**config.mk**
```make
export PLATFORM = sky130hd
export DESIGN_NAME = fib_req_scheduler
export DESIGN_NICKNAME = d
export VERILOG_FILES = /design/src/rtl/fib_sched_pkg.sv /design/src/rtl/fib_core.sv /design/src/rtl/fib_req_scheduler.sv
export SDC_FILE = /design/constraint.sdc
export NUM_CORES = 1
export LEC_CHECK = 0
export CORE_ASPECT_RATIO = 1.75
export CORE_MARGIN = 2
export CORE_UTILIZATION = 25
export DETAILED_ROUTE_END_ITERATION = 16
export PLACE_DENSITY = 0.48
export SYNTH_ARGS = -nofsm -noshare
export SYNTH_HDL_FRONTEND = slang
export SYNTH_SLANG_ARGS = --single-unit
```
**constraint.sdc**
```tcl
create_clock -name clk -period 3.34 [get_ports clk]
set_input_delay 0.668 -clock clk [delete_from_list [all_inputs] [get_ports clk]]
set_output_delay 0.668 -clock clk [all_outputs]
set_load 0.01 [all_outputs]
```
**src/rtl/fib_sched_pkg.sv**
```systemverilog
`default_nettype none
// +----------------------------------------------------------------------+
// | fib_sched_pkg : FSM state type and round-robin helper for the        |
// |                 Fibonacci request scheduler.        Revision: 1.0    |
// +----------------------------------------------------------------------+
package fib_sched_pkg;

  typedef enum logic [1:0] {
    IDLE = 2'd0,
    STEP = 2'd1,
    RESP = 2'd2
  } state_e;

  function automatic int rr_next(input int cur, input int n);
    return (cur + 1 >= n) ? 0 : cur + 1;
  endfunction

endpackage
`default_nettype wire

```
**src/rtl/fib_core.sv**
```systemverilog
`default_nettype none
// +----------------------------------------------------------------------+
// | fib_core : Fibonacci stepping datapath (cur <= cur+prev, prev <= cur) |
// |            with carry-out of the addition.      Revision: 1.0        |
// +----------------------------------------------------------------------+
module fib_core #(
  parameter int DATA_WIDTH = 32
) (
  input  logic                  clk,
  input  logic                  reset,
  input  logic                  clear,
  input  logic                  step,
  output logic [DATA_WIDTH-1:0] cur,
  output logic                  carry
);

  logic [DATA_WIDTH-1:0] cur_q;
  logic [DATA_WIDTH-1:0] prev_q;
  logic [DATA_WIDTH:0]   sum;

  assign sum = {1'b0, cur_q} + {1'b0, prev_q};

  // Cleared state is (F0, F(-1)) = (1, 0) so the first step yields F1 = 1.
  always_ff @(posedge clk) begin
    if (reset || clear) begin
      cur_q  <= DATA_WIDTH'(1);
      prev_q <= '0;
    end else if (step) begin
      cur_q  <= sum[DATA_WIDTH-1:0];
      prev_q <= cur_q;
    end
  end

  assign cur   = cur_q;
  assign carry = sum[DATA_WIDTH];

endmodule
`default_nettype wire

```
**src/rtl/fib_req_scheduler.sv**
```systemverilog
`default_nettype none
// +----------------------------------------------------------------------+
// | fib_req_scheduler : round-robin sharing of one Fibonacci datapath    |
// |                     among NUM_REQ requesters.     Revision: 1.0      |
// +----------------------------------------------------------------------+
module fib_req_scheduler
  import fib_sched_pkg::*;
#(
  parameter int DATA_WIDTH = 32,
  parameter int NUM_REQ    = 4,
  parameter int IDX_WIDTH  = 6,
  parameter int ID_WIDTH   = $clog2(NUM_REQ)
) (
  input  logic                           clk,
  input  logic                           reset,
  input  logic [NUM_REQ-1:0]             req_valid,
  input  logic [NUM_REQ*IDX_WIDTH-1:0]   req_idx,
  output logic [NUM_REQ-1:0]             req_ready,
  output logic                           resp_valid,
  input  logic                           resp_ready,
  output logic [ID_WIDTH-1:0]            resp_id,
  output logic [DATA_WIDTH-1:0]          resp_data,
  output logic                           resp_ovf
);

  state_e                state_q, state_d;
  logic [IDX_WIDTH-1:0]  cnt_q, cnt_d;
  logic [ID_WIDTH-1:0]   id_q, id_d;
  logic [ID_WIDTH-1:0]   last_q, last_d;
  logic                  ovf_q, ovf_d;

  logic                  found;
  logic [ID_WIDTH-1:0]   win;
  logic [ID_WIDTH-1:0]   cand;
  logic [IDX_WIDTH-1:0]  sel_idx;
  logic                  core_clear, core_step, core_carry;
  logic [DATA_WIDTH-1:0] core_cur;

  // Search starts one past the last winner, so every requester gets a turn.
  always_comb begin
    found = 1'b0;
    win   = '0;
    cand  = ID_WIDTH'(rr_next(int'(last_q), NUM_REQ));
    for (int k = 0; k < NUM_REQ; k++) begin
      if (!found && req_valid[cand]) begin
        found = 1'b1;
        win   = cand;
      end
      cand = ID_WIDTH'(rr_next(int'(cand), NUM_REQ));
    end
  end

  assign sel_idx = IDX_WIDTH'(req_idx >> (int'(win) * IDX_WIDTH));

  always_comb begin
    state_d    = state_q;
    cnt_d      = cnt_q;
    id_d       = id_q;
    last_d     = last_q;
    ovf_d      = ovf_q;
    core_clear = 1'b0;
    core_step  = 1'b0;
    req_ready  = '0;
    resp_valid = 1'b0;
    case (state_q)
      IDLE: begin
        if (found && !reset) begin
          req_ready  = NUM_REQ'(1) << win;
          cnt_d      = sel_idx;
          id_d       = win;
          last_d     = win;
          ovf_d      = 1'b0;
          core_clear = 1'b1;
          state_d    = STEP;
        end
      end
      STEP: begin
        if (cnt_q == '0) begin
          state_d = RESP;
        end else begin
          core_step = 1'b1;
          cnt_d     = cnt_q - IDX_WIDTH'(1);
          ovf_d     = ovf_q | core_carry;
        end
      end
      RESP: begin
        resp_valid = 1'b1;
        if (resp_ready) begin
          state_d = IDLE;
        end
      end
      default: state_d = IDLE;
    endcase
  end

  always_ff @(posedge clk) begin
    if (reset) begin
      state_q <= IDLE;
      cnt_q   <= '0;
      id_q    <= '0;
      last_q  <= ID_WIDTH'(NUM_REQ - 1);
      ovf_q   <= 1'b0;
    end else begin
      state_q <= state_d;
      cnt_q   <= cnt_d;
      id_q    <= id_d;
      last_q  <= last_d;
      ovf_q   <= ovf_d;
    end
  end

  fib_core #(
    .DATA_WIDTH (DATA_WIDTH)
  ) u_core (
    .clk   (clk),
    .reset (reset),
    .clear (core_clear),
    .step  (core_step),
    .cur   (core_cur),
    .carry (core_carry)
  );

  assign resp_id   = id_q;
  assign resp_data = core_cur;
  assign resp_ovf  = ovf_q;

endmodule
`default_nettype wire

```
==> results.sh, run 1 <==
export IMPL_status="completed"
export IMPL_relSlewSlack=0.609
export IMPL_synth_nets=694
export IMPL_routed_via_count=4697
export IMPL_fin_crit_sh=0.928
export IMPL_rsz0062_at_grt="no"
export IMPL_synth_cells=627
export IMPL_nets=759
export IMPL_antenna_found_initial=0
export IMPL_pre_cts_ws_ns=-0.0217
export IMPL_min_from="u_core.prev_q[4]"
export IMPL_root_buffer="clkbuf_16"
export IMPL_dp_hpwl_mm=10.8
export IMPL_cts_buffers=9
export IMPL_ys_dominant_reg_cell="dfxtp_1"
export IMPL_port_buffers=70
export IMPL_critPathKind="in2out"
export IMPL_synthTopCellsByArea="dfxtp_1 32%, nand2_1 9.8%, ha_1 9.0%, a21oi_1 8.6%, nor2_1 3.6%"
export IMPL_hold_violations=0
export IMPL_grt_max_degree=55
export IMPL_synth_area_leader_cell="dfxtp_1"
export IMPL_holdPathStages=2
export IMPL_track_usage=0.142
export IMPL_crit_required_ns=2.67
export IMPL_clock_sinks=77
export IMPL_area_growth_syn_to_layout_pct=26.9
export IMPL_drive_above_1_share=0.0875
export IMPL_syn_area_sq_mm=0.00485
export IMPL_post_drt_wl_per_cell_um=15.2
export IMPL_clk_path_buf_depth=2
export IMPL_finish_utilization=0.322
export IMPL_final_common_cell="nand2_1"
export IMPL_fin_crit_ns=3.10
export IMPL_synth_seq_cells=77
export IMPL_p_per_area_mw_per_mm2=494
export IMPL_slew_viol_final=0
export IMPL_maxCapViolCount=0
export IMPL_synth_edf_count=0
export IMPL_cts_clk_slew_worst_paths_ns=0.06
export IMPL_rr_endpoint="u_core.cur[30]"
export IMPL_reg2reg_from="u_core.cur[0]"
export IMPL_htreeDepth=3
export IMPL_die_x_um=109
export IMPL_insertedDiodeCount=0
export IMPL_num_io_pins=71
export IMPL_initial_core_util=0.254
export IMPL_reg2reg_depth=10
export IMPL_drt_iter0_drc=187
export IMPL_hold_class="reg2reg"
export IMPL_critical_path_peak_fanout=4
export IMPL_grt_ovfl_total=0
export IMPL_cp_data_arrival_time_ns=2.43
export IMPL_core_region_area_sq_mm=0.0191
export IMPL_synth_cell_types=68
export IMPL_place_congestion=0.843
export IMPL_fillers=2043
export IMPL_avgSynthCellArea_sq_um=7.73
export IMPL_viasPerCell=5.01
export IMPL_cts_hold_buf=0
export IMPL_worstMarginPinSlew_ns=0.584
export IMPL_synth_warning_count=0
export IMPL_power_leakage_nw=2.40
export IMPL_placed_area_sq_mm=0.00585
export IMPL_fmax_mhz=322
export IMPL_cts_tree="done"
export IMPL_peakVddDrop_mv=0.218
export IMPL_row_count=67
export IMPL_wl_mm=14.2
export IMPL_setup_viol=0
export IMPL_async_flop_share=0
export IMPL_ff2ff_setup_slack_ns=0.43
export IMPL_cp_start_kind="input pin"
export IMPL_yosysSeqAreaShare=0.318
export IMPL_final_cell_area_sq_mm=0.00615
export IMPL_layout_common_cells="125 x nand2_1, 82 x a21oi_1, 77 x dfxtp_1"
export IMPL_ant_nets=0
export IMPL_grt_pass1_vias=4690
export IMPL_drt_drc_violations_left=0
export IMPL_hold_path_end="u_core.prev_q[4]"
export IMPL_die_area_sq_mm=0.0206
export IMPL_grt_pass1_wl_mm=23.3
export IMPL_firstDrtPassIters=4
export IMPL_synth_top_area_frac=0.318
export IMPL_end_kind="output port"
export IMPL_clock_latency_ns=0.34
export IMPL_skew_ns=0.0107
export IMPL_postLayoutSetupSlackWorst_ns=0.239
export IMPL_die_h_um=188
==> worst max path at each step <==
stage / start / end / cells after the start / slack, ns
2_1_floorplan: u_core.cur[0] / u_core.cur[30] / 10 / 0.78
3_3_place_gp: req_valid[2] / req_ready[1] / 6 / 0.003
3_5_place_dp: req_valid[0] / req_ready[3] / 6 / -0.02
4_1_cts: req_valid[3] / req_ready[0] / 8 / 0.0003
5_1_grt: req_valid[0] / req_ready[3] / 6 / 0.15
6_report: req_valid[3] / req_ready[3] / 7 / 0.24
==> timing repair <==
| action | 4_1_cts | 5_1_grt |
|---|---|---|
| gates resized for setup | 3 | 4 |
| endpoints found under the hold margin | 0 | 0 |
| buffers inserted | 0 | 0 |
| setup endpoints to repair | 3 | 3 |
==> cell type report <==
cell class	count	area, sq um	share of cell area
Sequential cell	77	1540	0.251
Clock buffer	11	253	0.0411
Clock inverter	5	35.0	0.00570
Timing Repair Buffer	87	835	0.136
Tap cell	241	302	0.0490
Inverter	8	30.0	0.00488
Multi-Input combinational cell	509	3160	0.513
==> logic make-up (layout without fill, tap and decap cells) <==
| logic type | after synthesis | count (layout) | synth area share |
|---|---|---|---|
| compound gates | 193 | 193 | 0.257 |
| xor+xnor | 20 | 20 | 0.0361 |
| fa+ha+maj | 36 | 36 | 0.0945 |
| buf+inv | 41 | 111 | 0.0341 |
| flops | 77 | 77 | 0.318 |
| mux | 12 | 12 | 0.0274 |
| simple gates | 248 | 248 | 0.233 |
==> flip-flops by register name, summed over array words and instances (netlist names) <==
| name | flops |
|---|---|
| resp_ovf | 1 |
| last_q | 2 |
| u_core.cur | 32 |
| cnt_q | 6 |
| u_core.prev_q | 32 |
| state_q | 2 |
| resp_id | 2 |
==> layer usage <==
layer / vias up / wire (um) / global-route usage / share of wire
met3: 13 / 299 / 0.0214 / 0.021
met1: 2247 / 5500 / 0.150 / 0.39
met2: 62 / 8200 / 0.277 / 0.58
met4: 0 / 227 / 0.0467 / 0.016
met5: - / 0 / 0 / 0
li1: 2375 / - / - / -
==> through the flow <==
step	TNS (ns)	power [mW]	cells	hold WS, ns
2_1_floorplan	0	1.74	627	0.440
3_3_place_gp	0	2.08	922	0.446
3_5_place_dp	-0.0328	2.11	922	0.454
4_1_cts	0	3.08	938	0.463
5_1_grt	0	3.23	938	0.486
6_report	0	3.04	938	0.460
==> cell usage after synthesis (5+ instances only) <==
master	number
nor2_1	47
ha_1	35
xnor2_1	16
a211oi_1	17
nand2b_1	5
inv_1	7
nand4_1	10
dfxtp_1	77
a21o_1	12
nor2b_1	6
o21ai_1	6
clkbuf_1	15
nand3_1	21
nand2_1	126
o21ai_0	26
nor3_1	7
mux2i_1	11
buf_1	11
buf_2	6
a21oi_1	83
==> worst max-delay path, cell delays in order <==
cell             delay (ns)
clkdlybuf4s50_1        0.49
buf_4                  0.13
mux2i_1                0.12
a21o_1                 0.23
or3_4                  0.41
nor2_1                 0.10
dlygate4sd2_1          0.28
==> report_power, final <==
part           internal [mW]  total, mW  leakage (nW)  switching [mW]
combinational          0.398       1.04          1.64           0.640
clock                  0.544      0.949         0.141           0.405
sequential             0.987       1.05         0.623          0.0635
total                   1.93       3.04          2.40            1.11
Note: power is estimated with default switching activity, not from simulation.
==> run 2: changes to the inputs <==
--- a/config.mk
+++ b/config.mk
@@ -10,6 +10,7 @@
 export CORE_UTILIZATION = 25
 export DETAILED_ROUTE_END_ITERATION = 16
 export PLACE_DENSITY = 0.48
+export SKIP_CTS_REPAIR_TIMING = 1
 export SYNTH_ARGS = -nofsm -noshare
 export SYNTH_HDL_FRONTEND = slang
 export SYNTH_SLANG_ARGS = --single-unit
==> run 2 against run 1 <==
  * Sequential share of layout area about the same
  * Routed wire length decreased by 0.15%
  * Register-to-register slack is essentially flat
  * Setup slack better by 0.13 ns
  * Hold slack worse by 0.00088 ns
  * Non-clock buffer count unchanged
  * First-iteration DRC count fell by 2.7%
  * Sequential cell count unchanged
  * Critical path depth decreased by 1
  * Utilization increased by 0.052 points
==> results.sh, run 2 (synthesis gave the netlist of run 1 again) <==
export IMPL_status="completed"
export IMPL_die_h_um=188
export IMPL_antenna_found_initial=0
export IMPL_whs_ns=0.459
export IMPL_area_growth_syn_to_layout_pct=27.1
export IMPL_clock_latency_ns=0.34
export IMPL_ant_nets=0
export IMPL_critical_path_peak_fanout=3
export IMPL_nets=759
export IMPL_skew_ns=0.00756
export IMPL_dp_hpwl_mm=10.8
export IMPL_hold_violations=0
export IMPL_grt_pass1_wl_mm=23.2
export IMPL_postLayoutSetupSlackWorst_ns=0.365
export IMPL_drt_drc_violations_left=0
export IMPL_cts_tree="done"
export IMPL_post_drt_wl_per_cell_um=15.1
export IMPL_grt_pass1_vias=4696
export IMPL_cts_clk_slew_worst_paths_ns=0.06
export IMPL_worstMarginPinSlew_ns=0.577
export IMPL_final_cell_area_sq_mm=0.00616
export IMPL_grt_max_degree=55
export IMPL_track_usage=0.141
export IMPL_wl_mm=14.2
export IMPL_num_io_pins=71
export IMPL_die_x_um=109
export IMPL_cts_buffers=9
export IMPL_layout_common_cells="125 x nand2_1, 82 x a21oi_1, 77 x dfxtp_1"
export IMPL_peakVddDrop_mv=0.218
export IMPL_clock_sinks=77
export IMPL_slew_viol_final=0
export IMPL_viasPerCell=5.06
export IMPL_drt_iter0_drc=182
export IMPL_root_buffer="clkbuf_16"
export IMPL_slowest_delay_ns=0.49
export IMPL_clk_path_buf_depth=2
export IMPL_cp_data_arrival_time_ns=2.31
export IMPL_row_count=67
export IMPL_reg2reg_depth=10
export IMPL_placed_area_sq_mm=0.00585
export IMPL_routed_via_count=4742
export IMPL_pre_cts_ws_ns=-0.0217
export IMPL_p_per_area_mw_per_mm2=493
export IMPL_place_congestion=0.843
export IMPL_hold_class="reg2reg"
export IMPL_finish_utilization=0.322
export IMPL_crit_required_ns=2.67
export IMPL_crit_chain="clkdlybuf4s50_1 > nor4_1 > or4_1 > or3_4 > nor2_1 > dlymetal6s2s_1"
export IMPL_htreeDepth=3
export IMPL_holdPathStages=2
export IMPL_fin_crit_ns=2.98
export IMPL_die_area_sq_mm=0.0206
export IMPL_dp_cells=922
export IMPL_crit_path_top_delay_cell="clkdlybuf4s50_1"
export IMPL_fmax_mhz=336
export IMPL_cp_start_kind="input pin"
export IMPL_power_leakage_nw=2.42
export IMPL_final_common_cell="nand2_1"
export IMPL_stdcell_count=938
export IMPL_maxCapViolCount=0
export IMPL_fin_crit_sh=0.891
export IMPL_critPathKind="in2out"
export IMPL_drive_above_1_share=0.0890
export IMPL_largestRegisters="u_core.cur x32, u_core.prev_q x32, cnt_q x6"
export IMPL_firstDrtPassIters=6
export IMPL_end_kind="output port"
export IMPL_relSlewSlack=0.614
export IMPL_setup_viol=0
export IMPL_grt_ovfl_total=0
export IMPL_core_region_area_sq_mm=0.0191
export IMPL_port_buffers=70
export IMPL_initial_core_util=0.254
export IMPL_insertedDiodeCount=0
export IMPL_rsz0062_at_grt="no"
run 2: worst paths after layout:
kind,startpoint,endpoint,slack [ns]
worst min register to register,u_core.prev_q[4],u_core.prev_q[4],0.46
worst max register to register,u_core.cur[0],u_core.cur[30],0.43
worst min-delay path,u_core.prev_q[4],u_core.prev_q[4],0.46
worst max-delay path,req_valid[0],req_ready[3],0.36
run 2: routing by layer:
| metal | GRT usage | wire length (um) | vias up |
|---|---|---|---|
| li1 | - | - | 2373 |
| met5 | 0 | 0 | - |
| met1 | 0.149 | 5480 | 2270 |
| met3 | 0.0218 | 338 | 17 |
| met4 | 0.0477 | 299 | 0 |
| met2 | 0.275 | 8080 | 82 |
run 2: worst max-delay path: cells and delay by family:
kind,cells,cell delay [ns]
buffers and inverters,2,0.66
AND/OR/NAND/NOR,4,0.98
run 2: area by class of cell:
class	count	area (sq um)
Clock buffer	11	253
Clock inverter	5	35.0
Fill cell	2040	13000
Inverter	8	30.0
Multi-Input combinational cell	509	3160
Sequential cell	77	1540
Tap cell	241	302
Timing Repair Buffer	87	838
run 2: report_power, final:
group          switching [mW]  internal [mW]  leakage [nW]
Sequential             0.0633          0.987         0.623
Clock                   0.405          0.544         0.141
Combinational           0.637          0.400          1.65
run 2: through the flow:
stage / TNS (ns) / power [mW]
2_1_floorplan: 0 / 1.74
3_3_place_gp: 0 / 2.08
3_5_place_dp: -0.0328 / 2.11
4_1_cts: -0.0492 / 3.07
5_1_grt: 0 / 3.23
6_report: 0 / 3.04
